$ cat src/rtl/audio_pkg.sv
// Shared audio constants and the stereo frame payload used by the I2S transmit path.
package audio_pkg;

    localparam int unsigned AXIS_W     = 32;
    localparam int unsigned SAMPLE_W   = 24;
    localparam int unsigned LEFT_LSB   = 0;
    localparam int unsigned RIGHT_LSB  = 8;
    localparam int unsigned FRAME_BITS = 64;
    localparam int unsigned SLOT_BITS  = 32;

    localparam int unsigned K_W    = $clog2(FRAME_BITS);
    localparam int unsigned SLOT_W = $clog2(SLOT_BITS);
    localparam int unsigned DIV_W  = 8;

    // Both samples are two's complement; the serializer treats them as raw bits.
    typedef struct packed {
        logic [SAMPLE_W-1:0] left;
        logic [SAMPLE_W-1:0] right;
    } stereo_frame_t;

    localparam int unsigned SHIFT_W = $bits(stereo_frame_t);

    function automatic stereo_frame_t unpack_word(input logic [AXIS_W-1:0] word);
        stereo_frame_t f;
        f.left  = word[LEFT_LSB +: SAMPLE_W];
        f.right = word[RIGHT_LSB +: SAMPLE_W];
        return f;
    endfunction

    // Data occupies slot positions 1..SAMPLE_W (one-bit I2S delay after the word-select change).
    function automatic logic is_data_slot(input logic [SLOT_W-1:0] pos);
        return (pos >= SLOT_W'(1)) && (pos <= SLOT_W'(SAMPLE_W));
    endfunction

endpackage

$ cat src/rtl/i2s_clk_gen.sv
// I2S bit-clock generator: divider, SCLK toggle, falling-edge strobe and frame bit index.
module i2s_clk_gen
    import audio_pkg::*;
#(
    parameter int unsigned CLK_DIV = 4
) (
    input  logic           clk,
    input  logic           resetn,
    output logic           sclk,
    output logic           fall_c,
    output logic           frame_load_c,
    output logic [K_W-1:0] k_next_c
);

    localparam logic [DIV_W-1:0] DIV_LAST = DIV_W'(CLK_DIV - 1);
    localparam logic [K_W-1:0]   K_LAST   = K_W'(FRAME_BITS - 1);

    if (CLK_DIV < 2 || CLK_DIV > 255) begin : g_bad_div
        $error("i2s_clk_gen: CLK_DIV must be within 2..255");
    end

    logic [DIV_W-1:0] div_q;
    logic [DIV_W-1:0] div_d;
    logic             sclk_d;
    logic [K_W-1:0]   k_q;
    logic [K_W-1:0]   k_d;
    logic             half_done_c;

    always_comb begin
        half_done_c  = 1'b0;
        div_d        = div_q + DIV_W'(1);
        sclk_d       = sclk;
        k_d          = k_q;
        fall_c       = 1'b0;
        frame_load_c = 1'b0;
        k_next_c     = k_q + K_W'(1);

        if (div_q == DIV_LAST) begin
            half_done_c = 1'b1;
            div_d       = '0;
            sclk_d      = ~sclk;
        end

        // A falling edge is the half-period end while SCLK is high.
        if (half_done_c && sclk) begin
            fall_c       = 1'b1;
            k_d          = k_next_c;
            frame_load_c = (k_q == K_LAST);
        end
    end

    always_ff @(posedge clk) begin
        if (!resetn) begin
            div_q <= '0;
            sclk  <= 1'b0;
            k_q   <= K_LAST;
        end else begin
            div_q <= div_d;
            sclk  <= sclk_d;
            k_q   <= k_d;
        end
    end

endmodule

$ cat src/rtl/axis_i2s_tx.sv
// AXI-Stream to I2S transmitter with a one-word holding buffer and underrun reporting.
// Define I2S_TX_UNDERRUN_REPEAT_EN to replay the last frame on underrun instead of silence.
module axis_i2s_tx
    import audio_pkg::*;
#(
    parameter int unsigned CLK_DIV = 4,
    parameter int unsigned UCNT_W  = 16
) (
    input  logic              clk,
    input  logic              resetn,
    input  logic [AXIS_W-1:0] s_axis_data,
    input  logic              s_axis_valid,
    output logic              s_axis_ready,
    input  logic              s_axis_last,
    output logic              i2s_sclk,
    output logic              i2s_lrclk,
    output logic              i2s_sdata,
    output logic              underrun,
    output logic [UCNT_W-1:0] underrun_cnt
);

    logic           fall_c;
    logic           frame_load_c;
    logic [K_W-1:0] k_next_c;

    i2s_clk_gen #(
        .CLK_DIV (CLK_DIV)
    ) u_clk_gen (
        .clk          (clk),
        .resetn       (resetn),
        .sclk         (i2s_sclk),
        .fall_c       (fall_c),
        .frame_load_c (frame_load_c),
        .k_next_c     (k_next_c)
    );

    logic [AXIS_W-1:0]  buf_q;
    logic [AXIS_W-1:0]  buf_d;
    logic               buf_full_q;
    logic               buf_full_d;
    logic [SHIFT_W-1:0] shift_q;
    logic [SHIFT_W-1:0] shift_d;
    logic               lrclk_d;
    logic               sdata_d;
    logic               underrun_d;
    logic [UCNT_W-1:0]  cnt_d;
    logic               accept_c;
    stereo_frame_t      fallback_c;
    stereo_frame_t      frame_c;
    logic [SLOT_W-1:0]  slot_pos_c;

    // Frame delimiting is positional; TLAST carries no meaning here.
    logic unused_last;
    assign unused_last = s_axis_last;

    assign s_axis_ready = !buf_full_q && resetn;

`ifdef I2S_TX_UNDERRUN_REPEAT_EN
    stereo_frame_t last_q;
    stereo_frame_t last_d;

    always_comb begin
        last_d     = last_q;
        fallback_c = last_q;
        if (frame_load_c) begin
            last_d = frame_c;
        end
    end

    always_ff @(posedge clk) begin
        if (!resetn) begin
            last_q <= '0;
        end else begin
            last_q <= last_d;
        end
    end
`else
    assign fallback_c = '0;
`endif

    // Next-state for buffer, serializer and underrun reporting.
    always_comb begin
        accept_c   = s_axis_valid && s_axis_ready;
        buf_d      = buf_q;
        buf_full_d = buf_full_q;
        shift_d    = shift_q;
        lrclk_d    = i2s_lrclk;
        sdata_d    = i2s_sdata;
        underrun_d = 1'b0;
        cnt_d      = underrun_cnt;
        frame_c    = buf_full_q ? unpack_word(buf_q) : fallback_c;
        slot_pos_c = k_next_c[SLOT_W-1:0];

        // A word accepted during an empty-buffer load waits for the next frame.
        if (frame_load_c && buf_full_q) begin
            buf_full_d = 1'b0;
        end else if (accept_c) begin
            buf_d      = s_axis_data;
            buf_full_d = 1'b1;
        end

        if (fall_c) begin
            lrclk_d = k_next_c[K_W-1];
            sdata_d = 1'b0;
            if (frame_load_c) begin
                shift_d = frame_c;
            end else if (is_data_slot(slot_pos_c)) begin
                sdata_d = shift_q[SHIFT_W-1];
                shift_d = {shift_q[SHIFT_W-2:0], 1'b0};
            end
        end

        if (frame_load_c && !buf_full_q) begin
            underrun_d = 1'b1;
            if (underrun_cnt != '1) begin
                cnt_d = underrun_cnt + UCNT_W'(1);
            end
        end
    end

    always_ff @(posedge clk) begin
        if (!resetn) begin
            buf_q        <= '0;
            buf_full_q   <= 1'b0;
            shift_q      <= '0;
            i2s_lrclk    <= 1'b0;
            i2s_sdata    <= 1'b0;
            underrun     <= 1'b0;
            underrun_cnt <= '0;
        end else begin
            buf_q        <= buf_d;
            buf_full_q   <= buf_full_d;
            shift_q      <= shift_d;
            i2s_lrclk    <= lrclk_d;
            i2s_sdata    <= sdata_d;
            underrun     <= underrun_d;
            underrun_cnt <= cnt_d;
        end
    end

endmodule

$ cat config.mk
export PLATFORM = sky130hd
export DESIGN_NAME = axis_i2s_tx
export DESIGN_NICKNAME = d
export VERILOG_FILES = /design/src/rtl/audio_pkg.sv /design/src/rtl/i2s_clk_gen.sv /design/src/rtl/axis_i2s_tx.sv
export SDC_FILE = /design/constraint.sdc
export NUM_CORES = 1
export LEC_CHECK = 0
export CORE_MARGIN = 5
export CORE_UTILIZATION = 40
export CTS_CLUSTER_SIZE = 8
export DETAILED_ROUTE_END_ITERATION = 10
export DONT_BUFFER_PORTS = 1
export HOLD_SLACK_MARGIN = 0.02
export REMOVE_ABC_BUFFERS = 1
export SLEW_MARGIN = 20
export SYNTH_ARGS = -nofsm -noshare
export SYNTH_HDL_FRONTEND = slang
export SYNTH_SLANG_ARGS = --single-unit
$ cat constraint.sdc
create_clock -name clk -period 2.2 [get_ports clk]
set_input_delay 0.55 -clock clk [delete_from_list [all_inputs] [get_ports clk]]
set_output_delay 0.55 -clock clk [all_outputs]
set_load 0.01 [all_outputs]
==> impl_metrics.csv, run 1 <==
group,metric,value,unit
timing,timing.final.ws_setup,94.9,ps
global_route,grt_pass1_vias,4114,
floorplan,ios,57,
power_and_ir_drop,combPwrFrac,3.5,%
route,via_count,4229,
place,placed_area,0.00541,mm²
synthesis,synth_top_area_share,45.1,%
route,dr.pass1.iters,4,
route,viasPerCell,5.26,
timing,worst_hold_slack,225,ps
finish,area_delta_synth_final,20.5,%
worst_setup_path,cpPeakStageDelay,340,ps
timing,setup-violations-final,0,
place,place_worst_setup_slack,-20.5,ps
worst_setup_path,arrival,2420,ps
finish,nNetsFinal,660,
route,drc,0,
timing,max_slew.worst_pin.slew,401,ps
floorplan,core_area,0.0126,mm²
clock_tree,cts_tree,"yes",
route,routedWlPerCell,14.5,µm
power_and_ir_drop,irDropWorstVdd,0.570,mV
clock_tree,clock-sinks,115,
hold_path,worstHoldPathType,"input port to flop",
finish,drive_gt1_share,14.6,%
place,numPortBuffers,0,
synthesis,netlist_area,0.00511,mm²
timing,finalHoldViolCount,0,
synthesis,synth-edff-count,0,
route,finalWirelength,11700,µm
synthesis,synth_common_cells,"nand2_1, dfxtp_1, nand3_1",
place,hpwl,7110,µm
power_and_ir_drop,total_power,4.81,mW
power_and_ir_drop,clkPwrFrac,51.0,%
worst_setup_path,path_class,"flop to flop",
route,ant_nets,0,
power_and_ir_drop,p_seq_share,45.5,%
synthesis,ys_warn_count,0,
clock_tree,clockBufferDepth,2,
global_route,grt_start_max_net_pins,115,
floorplan,initial_utilization,40.6,%
clock_tree,clock-root-buffer,"clkbuf_16",
floorplan,die_w,123,µm
synthesis,ys_ff_latch,115,
worst_setup_path,end_kind,"flop",
global_route,track_usage,15.8,%
timing,drv_slew,0,
floorplan,dieHeight,123,µm
floorplan,std_cell_rows,41,
floorplan,die_area,0.0151,mm²
clock_tree,clk_pin_slew,60,ps
clock_tree,ctsHoldBuffers,0,
worst_setup_path,worstSetupStartpointType,"flop",
finish,stdcell_area,0.00615,mm²
synthesis,ys_async_sr_fraction,0,%
flow_run,drv_cap,0,
clock_tree,htreeDepth,4,
synthesis,synthTopCellsByArea,"dfxtp_1, nand3_1, nand2_1",
synthesis,synth_top_area_cell,"dfxtp_1",
worst_setup_path,worst-path-buf-inv,3,
timing,max_freq,475,MHz
power_and_ir_drop,power.internal,3.68,mW
power_and_ir_drop,p_switching,1.12,mW
synthesis,syn_inst,610,
timing,min_period_over_period,95.7,%
power_and_ir_drop,p_per_area,781,mW/mm²
worst_setup_path,cp_max_fo,12,
place,gp_congestion,0.771,
finish,n_antenna_cell,0,
clock_tree,cts_buffers,17,
synthesis,synth_flop_cell,"dfxtp_1",
timing,max-slew-margin-rel,73.0,%
synthesis,yosysSeqAreaShare,45.1,%
worst_setup_path,critPathSlowestCell,"dfxtp_1",
route,dr.first_iter.drc_count,295,
finish,nFillCells,1240,
global_route,grt_pass1_wl,19000,µm
worst_setup_path,path_delay_family,"buffers and inverters",
global_route,grt-ovfl-total,0,
worst_setup_path,worstPathRequired,2520,ps
outcome,outcome,"complete, no violations",
power_and_ir_drop,p_leak,2.93,nW
synthesis,synth_area_per_cell,8.37,µm²
global_route,grt_antenna_before_repair,0,
power_and_ir_drop,p_sw_share,23.4,%
timing,fin_crit,2110,ps
timing,tns,0,ps
timing,fin_skew,7.17,ps
clock_tree,clk-insertion-delay-late,420,ps
synthesis,yosysUniqueCellTypes,42,
synthesis,yosysMostFrequentCell,"nand2_1",
worst_setup_path,crit_chain,"ha_1 > buf_4 > and2_1 > o211ai_1 > nand3_2 > o31ai_4 > buf_6 > clkbuf_16 > nand3_1 > o211a_1",
## per-stage QoR
stage | std cells | util [%]
after global routing | 804 | 48.9
after detailed placement | 765 | 43.0
final | 804 | 48.9
after floorplan | 565 | -
after global placement | 765 | 43.0
after CTS | 800 | 47.7
## final timing paths
kind | startpoint | to | slack, ps | depth (start not counted)
max reg2reg | u_clk_gen.k_q[1] | shift_q[23] | 90 | 10
min | s_axis_data[0] | buf_q[0] | 220 | 2
max | u_clk_gen.k_q[1] | shift_q[23] | 90 | 10
min reg2reg | buf_q[6] | buf_q[6] | 460 | 2
## area by class of cell
type	count	area (µm²)	area share, %
tap	172	215	3.50
clock buffer	20	447	7.26
timing repair buffer	35	419	6.81
clock inverter	12	85.1	1.38
sequential	115	2310	37.5
inverter	6	22.5	0.366
multi-input combinational	444	2660	43.2
## logic make-up (layout without fill, tap and decap cells)
group / Yosys count / after routing / synth area share, %
AOI/OAI and AO/OA: 74 / 74 / 12.5
xor gates and xnor gates: 21 / 21 / 3.60
muxes: 4 / 4 / 0.784
adders and majority gates: 5 / 5 / 1.23
buffers and inverters: 51 / 73 / 4.14
DFF: 115 / 115 / 45.1
and+or+nand+nor: 340 / 340 / 32.6
## metal layers
layer | GRT usage, % | routed length [µm] | up-vias
li1 | - | - | 2131
met1 | 18.7 | 5250 | 2015
met2 | 26.4 | 5740 | 71
met3 | 5.26 | 510 | 12
met4 | 6.78 | 170 | 0
met5 | 0 | 0 | -
## state kept, by name, indices dropped and copies added (netlist names), 6 cells and up
register	flops
shift_q	48
buf_q	32
underrun_cnt	16
u_clk_gen.k_q	6
u_clk_gen.div_q	8
## layout by cell type (no fill, tap or decap), types with 3 or more instances in the layout
master	n
inv_1	6
buf_4	24
xor2_1	16
clkinv_4	5
nand2_1	146
ha_1	4
dfxtp_1	112
nand2b_1	5
nor2_1	14
and3_1	8
o211ai_1	3
clkinv_2	5
o21ai_1	3
buf_12	5
o21ai_0	7
nor3_2	4
a21oi_1	6
dfxtp_2	3
nand3_2	3
nand3_1	108
xnor2_1	5
clkbuf_16	21
nor2b_1	4
mux2i_1	4
nor3_1	4
a21boi_0	4
o211a_1	44
and2_1	15
nor4_2	3
## repair_timing
item	CTS	global route
pin swaps	2	1
resized for setup	3	17
cloned	1	4
buffers inserted	2	0
endpoints found under the setup margin	33	56
## power groups by stage
stage	sequential, mW	clock [mW]	combinational [mW]
global route	2.19	2.59	0.192
floorplan	2.22	0	0.103
global placement	2.23	0	0.152
CTS	2.18	2.51	0.163
finish	2.19	2.45	0.168
detailed placement	2.23	0	0.158
No activity file was read; power rests on OpenSTA's default activity.
==> run 2, diff against run 1 <==
Settings changed: ABC_AREA set to 1, CORE_ASPECT_RATIO set to 1.75, CORE_UTILIZATION 40 to 57, PLACE_DENSITY set to 0.75.
==> run 2 against run 1 <==
Net effect: worst setup slack improved by 160 ps; power is 4.0% higher; sequential share of layout area decreased by 0.72 points; register-to-register slack improved by 160 ps; clock skew down 0.96 ps; wire length is 5.9% higher; non-clock buffer count decreased by 16; synthesized area up 8.8%; core utilization grew 17 points; sequential power about the same; critical path type unchanged; critical endpoint is now underrun_cnt[12]; largest cell class unchanged; largest power group unchanged.
==> impl_metrics.csv, run 2 <==
group,metric,value,unit
finish,top_regs,"shift_q x48, buf_q x32, underrun_cnt x16",
worst_setup_path,arrival,2240,ps
route,ant_nets,0,
flow_run,drv_cap,0,
place,numPortBuffers,0,
power_and_ir_drop,p_switching,1.05,mW
synthesis,netlist_area,0.00556,mm²
global_route,grt_start_max_net_pins,91,
floorplan,die_area,0.0119,mm²
clock_tree,cts_buffers,17,
finish,largest_reg_flops,48,
synthesis,synth_compound_area_share,7.41,%
synthesis,synth_top_family_by_area,"simple AND/OR/NAND/NOR gates",
clock_tree,clock-sinks,115,
synthesis,ys_async_sr_fraction,0,%
place,hpwl,7880,µm
synthesis,yosysSeqAreaShare,41.4,%
synthesis,synth_flop_cell,"dfxtp_1",
clock_tree,cts_tree,"yes",
synthesis,synth-edff-count,0,
global_route,track_usage,21.3,%
floorplan,die_w,84.6,µm
synthesis,synth_top_area_cell,"dfxtp_1",
timing,finalHoldViolCount,0,
power_and_ir_drop,power.internal,3.95,mW
power_and_ir_drop,p_sw_share,21.0,%
power_and_ir_drop,p_leak,3.09,nW
power_and_ir_drop,combPwrFrac,4.3,%
floorplan,initial_utilization,58.3,%
finish,layout_common_cells,"nand2_1, nor2_1, dfxtp_1",
global_route,grt_antenna_before_repair,0,
power_and_ir_drop,clkPwrFrac,52.0,%
clock_tree,clockBufferDepth,2,
clock_tree,clk-insertion-delay-late,400,ps
timing,worst_hold_slack,252,ps
synthesis,muxShareOfSynthArea,0,%
timing,fin_crit,1950,ps
floorplan,std_cell_rows,47,
clock_tree,clock-root-buffer,"clkbuf_16",
finish,drive_gt1_share,6.49,%
synthesis,synthTopCellsByArea,"dfxtp_1, nand2_1, nor2_1",
timing,max-slew-margin-rel,67.5,%
finish,layout_commonest_cell,"nand2_1",
synthesis,synth_common_cells,"nand2_1, nor2_1, dfxtp_1",
finish,regArea,0.00230,mm²
route,via_count,5195,
worst_setup_path,cp_max_fo,51,
route,dr.pass1.iters,5,
route,viasPerCell,5.36,
timing,tns,0,ps
synthesis,synthAdderAreaFrac,1.13,%
route,dr.first_iter.drc_count,336,
power_and_ir_drop,p_per_area,798,mW/mm²
clock_tree,htreeDepth,4,
finish,nNetsFinal,879,
clock_tree,clk_pin_slew,50,ps
route,routedWlPerCell,12.7,µm
finish,nFillCells,839,
worst_setup_path,path_class,"flop to flop",
worst_setup_path,worstPathRequired,2490,ps
synthesis,synth_top_area_share,41.4,%
finish,area_delta_synth_final,12.8,%
timing,setup-violations-final,0,
synthesis,yosys.area_share.xor_xnor,1.89,%
timing,max_slew.worst_pin.slew,484,ps
global_route,grt-ovfl-total,0,
outcome,outcome,"complete, no violations",
route,finalWirelength,12400,µm
timing,max_freq,513,MHz
floorplan,ios,57,
synthesis,yosysMostFrequentCell,"nand2_1",
floorplan,core_area,0.00953,mm²
route,drc,0,
power_and_ir_drop,irDropWorstVdd,0.604,mV
finish,n_antenna_cell,0,
timing,min_period_over_period,88.6,%
global_route,grt_pass1_wl,21300,µm
synthesis,ys_ff_latch,115,
finish,multi_input_area,0.00274,mm²
power_and_ir_drop,p_seq_share,43.7,%
place,gp_congestion,0.854,
worst_setup_path,worstSetupStartpointType,"flop",
global_route,grt_pass1_vias,4981,
timing,drv_slew,0,
hold_path,worstHoldPathType,"input port to flop",
synthesis,ys_warn_count,0,
worst_setup_path,ff2ff_setup_slack,250,ps
finish,regMostFlops,"shift_q",
synthesis,synth_area_per_cell,6.57,µm²
worst_setup_path,end_kind,"flop",
power_and_ir_drop,total_power,5.00,mW
synthesis,synth-simple-area-share,38.8,%
timing,fin_skew,6.21,ps
floorplan,dieHeight,141,µm
synthesis,syn_inst,846,
synthesis,yosysUniqueCellTypes,29,
==> run 2: cell types whose count changed after synthesis, moves of 6 or more <==
cell | previous run | this run
a21oi_1 | 6 | 22
and2_1 | 15 | 0
and3_1 | 8 | 0
buf_2 | 16 | 10
inv_1 | 6 | 79
nand2_1 | 146 | 253
nand3_1 | 111 | 85
nand3b_1 | 0 | 17
nand4_1 | 2 | 11
nor2_1 | 15 | 129
o211a_1 | 44 | 0
o21ai_0 | 8 | 51
xor2_1 | 16 | 8
==> run 2: layout make-up <==
type	count	area share, %
Clock buffer	23	7.62
Clock inverter	6	1.28
Inverter	80	4.81
Multi-Input combinational cell	605	43.7
Sequential cell	115	36.8
Tap cell	122	2.43
Timing Repair Buffer	19	3.41
==> run 2: path summary, 6_finish.rpt <==
kind | from | end | cells past startpoint
worst max-delay path | u_clk_gen.div_q[0] | underrun_cnt[12] | 11
worst max register to register | u_clk_gen.div_q[0] | underrun_cnt[12] | 11
worst min-delay path | s_axis_data[31] | buf_q[31] | 2
worst min register to register | u_clk_gen.div_q[0] | u_clk_gen.div_q[0] | 1
==> run 2: through the flow <==
stage               utilization (%)  instance area, µm²  setup WS (ps)  std cells
floorplan                         -                5340           -303        800
global placement               59.6                5680            269        940
detailed placement             59.6                5680            189        940
CTS                            65.4                6230            171        969
global route                   65.8                6270          -39.1        970
finish                         65.8                6270            251        970
==> run 2: timing repair <==
item / 4_1_cts / 5_1_grt
hold buffers: 0 / 0
endpoints found under the setup margin: 0 / 49
resized for setup: 0 / 5
buffers inserted: 0 / 0
==> run 2: power by group through the flow <==
stage	sequential [mW]	combinational, mW	clock [mW]
CTS	2.19	0.214	2.64
global route	2.19	0.249	2.74
finish	2.19	0.213	2.60
global placement	2.23	0.206	0
floorplan	2.23	0.137	0
detailed placement	2.23	0.213	0
==> run 2: critical path, stage by stage, from the launching register on <==
cell and delay [ps]:
dfxtp_1 350, ha_1 210, inv_1 80, nor2_2 150, nand3_1 110, nor2_1 210
nand2_1 140, buf_12 210, nor2_1 160, nand3_1 90, nand2_1 70, nor2_1 30
==> run 2: kinds of logic (layout without fill, tap and decap cells) <==
logic type      after synthesis  after routing
compound gates               80             80
xor+xnor                     12             12
fa+ha+maj                     5              5
buf+inv                     126            128
flops                       115            115
simple gates                508            508
==> run 2: routing by layer <==
| metal | up-vias | global-route usage (%) | part of all wire (%) |
|---|---|---|---|
| met5 | - | 0 | 0 |
| met1 | 2361 | 22.3 | 39 |
| met3 | 33 | 6.07 | 5.6 |
| met4 | 0 | 10.1 | 2.9 |
| met2 | 155 | 38.5 | 52 |
| li1 | 2646 | - | - |
==> run 3, diff against run 2 <==
Settings changed: CORE_ASPECT_RATIO 1.75 to not set, REMOVE_ABC_BUFFERS 1 to not set.
==> run 3 against run 2 <==
Net effect: count of clock-buffer cells in the layout down 5; core utilization down 0.90 points; fmax down 3.1%; combinational power down 2%; critical path type unchanged; critical endpoint is now shift_q[11]; largest power group unchanged.
==> impl_metrics.csv, run 3 (synthesized netlist as in run 2, its figures left out) <==
group,metric,value,unit
outcome,outcome,"complete, no violations",
hold_path,worstHoldPathType,"input port to flop",
clock_tree,cts_buffers,17,
worst_setup_path,crit_chain,"inv_1 > ha_1 > inv_1 > nand2_1 > nor2_1 > nand2_1 > nor2_1 > nand2_1 > nand3_1 > buf_12 > nand3_1 > nand2_1 > nor2_1",
floorplan,ios,57,
timing,min_period_over_period,91.4,%
finish,stdcell_area,0.00626,mm²
power_and_ir_drop,p_per_area,808,mW/mm²
floorplan,std_cell_rows,36,
clock_tree,htreeDepth,4,
route,dr.pass1.iters,5,
synthesis,synth_fp_nets,887,
timing,drv_slew,0,
worst_setup_path,arrival,2420,ps
route,finalWirelength,12100,µm
route,dr.first_iter.drc_count,321,
timing,setup-violations-final,0,
finish,top_regs,"shift_q x48, buf_q x32, underrun_cnt x16",
power_and_ir_drop,irDropWorstVdd,0.660,mV
floorplan,initial_utilization,57.6,%
power_and_ir_drop,p_leak,3.07,nW
finish,layout_commonest_cell,"nand2_1",
clock_tree,cts_resized,0,
power_and_ir_drop,power.internal,3.87,mW
global_route,grt-ovfl-total,0,
power_and_ir_drop,p_seq_share,43.2,%
worst_setup_path,path_common_cell,"nand2_1",
place,hpwl,7730,µm
global_route,grt_pass1_vias,4923,
power_and_ir_drop,clkPwrFrac,52.7,%
timing,fin_crit,2010,ps
timing,max_freq,497,MHz
clock_tree,ctsHoldBuffers,0,
clock_tree,clk_pin_slew,60,ps
power_and_ir_drop,p_switching,1.18,mW
place,placed_area,0.00568,mm²
finish,layout_common_cells,"nand2_1, nor2_1, dfxtp_1",
timing,max_slew.worst_pin.slew,463,ps
finish,area_delta_synth_final,12.6,%
clock_tree,clock-sinks,115,
finish,nNetsFinal,878,
power_and_ir_drop,combPwrFrac,4.1,%
timing,max-slew-margin-rel,68.9,%
worst_setup_path,worstSetupStartpointType,"flop",
timing,worst_hold_slack,137,ps
worst_setup_path,path_class,"flop to flop",
finish,regArea,0.00230,mm²
route,ant_nets,0,
route,via_count,5118,
timing,timing.final.ws_setup,188,ps
timing,rsz0062_at_grt,"false",
finish,multi_input_area,0.00273,mm²
global_route,grt_antenna_before_repair,0,
finish,n_antenna_cell,0,
clock_tree,clockBufferDepth,2,
clock_tree,clk-insertion-delay-late,520,ps
route,routedWlPerCell,12.3,µm
worst_setup_path,cpPeakStageDelay,440,ps
clock_tree,clock-root-buffer,"clkbuf_8",
worst_setup_path,worstPathRequired,2610,ps
global_route,grt_pass1_wl,21300,µm
worst_setup_path,end_kind,"flop",
power_and_ir_drop,total_power,5.06,mW
route,drc,0,
timing,finalHoldViolCount,0,
power_and_ir_drop,p_sw_share,23.4,%
clock_tree,cts_setup_buffers,0,
worst_setup_path,critPathSlowestCell,"dfxtp_1",
flow_run,drv_cap,0,
place,numPortBuffers,0,
timing,tns,0,ps
place,gp_congestion,0.840,
place,place_worst_setup_slack,231,ps
floorplan,dieHeight,109,µm
floorplan,core_area,0.00964,mm²
floorplan,die_area,0.0118,mm²
finish,regMostFlops,"shift_q",
global_route,track_usage,22.0,%
global_route,grt_start_max_net_pins,91,
finish,largest_reg_flops,48,
floorplan,die_w,109,µm
finish,nFillCells,890,
route,viasPerCell,5.21,
finish,drive_gt1_share,6.59,%
worst_setup_path,cp_max_fo,42,
timing,fin_skew,10.8,ps
clock_tree,cts_tree,"yes",
## run 3: cell count changes in the layout (fill, tap and decap cells not counted), sizes merged
cell,delta
clkinv,+3
clkinvlp,+1
clkbuf,-6
inv,+4
## run 3: through the flow
step | cells | util [%]
after floorplan | 846 | -
after global placement | 951 | 58.9
after detailed placement | 951 | 58.9
after CTS | 983 | 64.9
after global routing | 983 | 64.9
final | 983 | 64.9
## run 3: path summary, 6_finish.rpt
path / slack, ps / cells past startpoint / to / from
hold / removal: 140 / 2 / buf_q[26] / s_axis_data[26]
hold reg to reg: 450 / 1 / u_clk_gen.div_q[0] / u_clk_gen.div_q[0]
setup reg to reg: 190 / 13 / shift_q[11] / u_clk_gen.k_q[0]
setup / recovery: 190 / 13 / shift_q[11] / u_clk_gen.k_q[0]
## run 3: power groups by stage
| stage | sequential, mW | clock [mW] | combinational [mW] |
|---|---|---|---|
| detailed placement | 2.23 | 0 | 0.209 |
| global route | 2.19 | 2.80 | 0.243 |
| global placement | 2.23 | 0 | 0.202 |
| CTS | 2.19 | 2.70 | 0.210 |
| finish | 2.19 | 2.66 | 0.208 |
| floorplan | 2.22 | 0 | 0.183 |
## run 3: layout make-up
class                   instances  share of cell area [%]
clock buffers                  18                    6.84
repair buffers                 18                    2.76
well taps                     133                    2.66
flip-flops and latches        115                    36.8
multi-input cells             605                    43.7
inverters                      80                    4.82
clock inverters                14                    2.44
## run 3: critical path, delay by kind of cell, from the launching register on
kind | cells | cell delay (ps)
adder cells (fa/ha/maj) | 1 | 310
buffers and inverters | 3 | 400
flip-flops | 1 | 440
AND/OR/NAND/NOR | 9 | 740
## run 3: per-layer routing
layer / global-route usage (%) / share of wire [%]
met5: 0 / 0
met4: 8.21 / 1.5
met3: 5.57 / 4.6
met2: 38.4 / 49
met1: 25.9 / 44
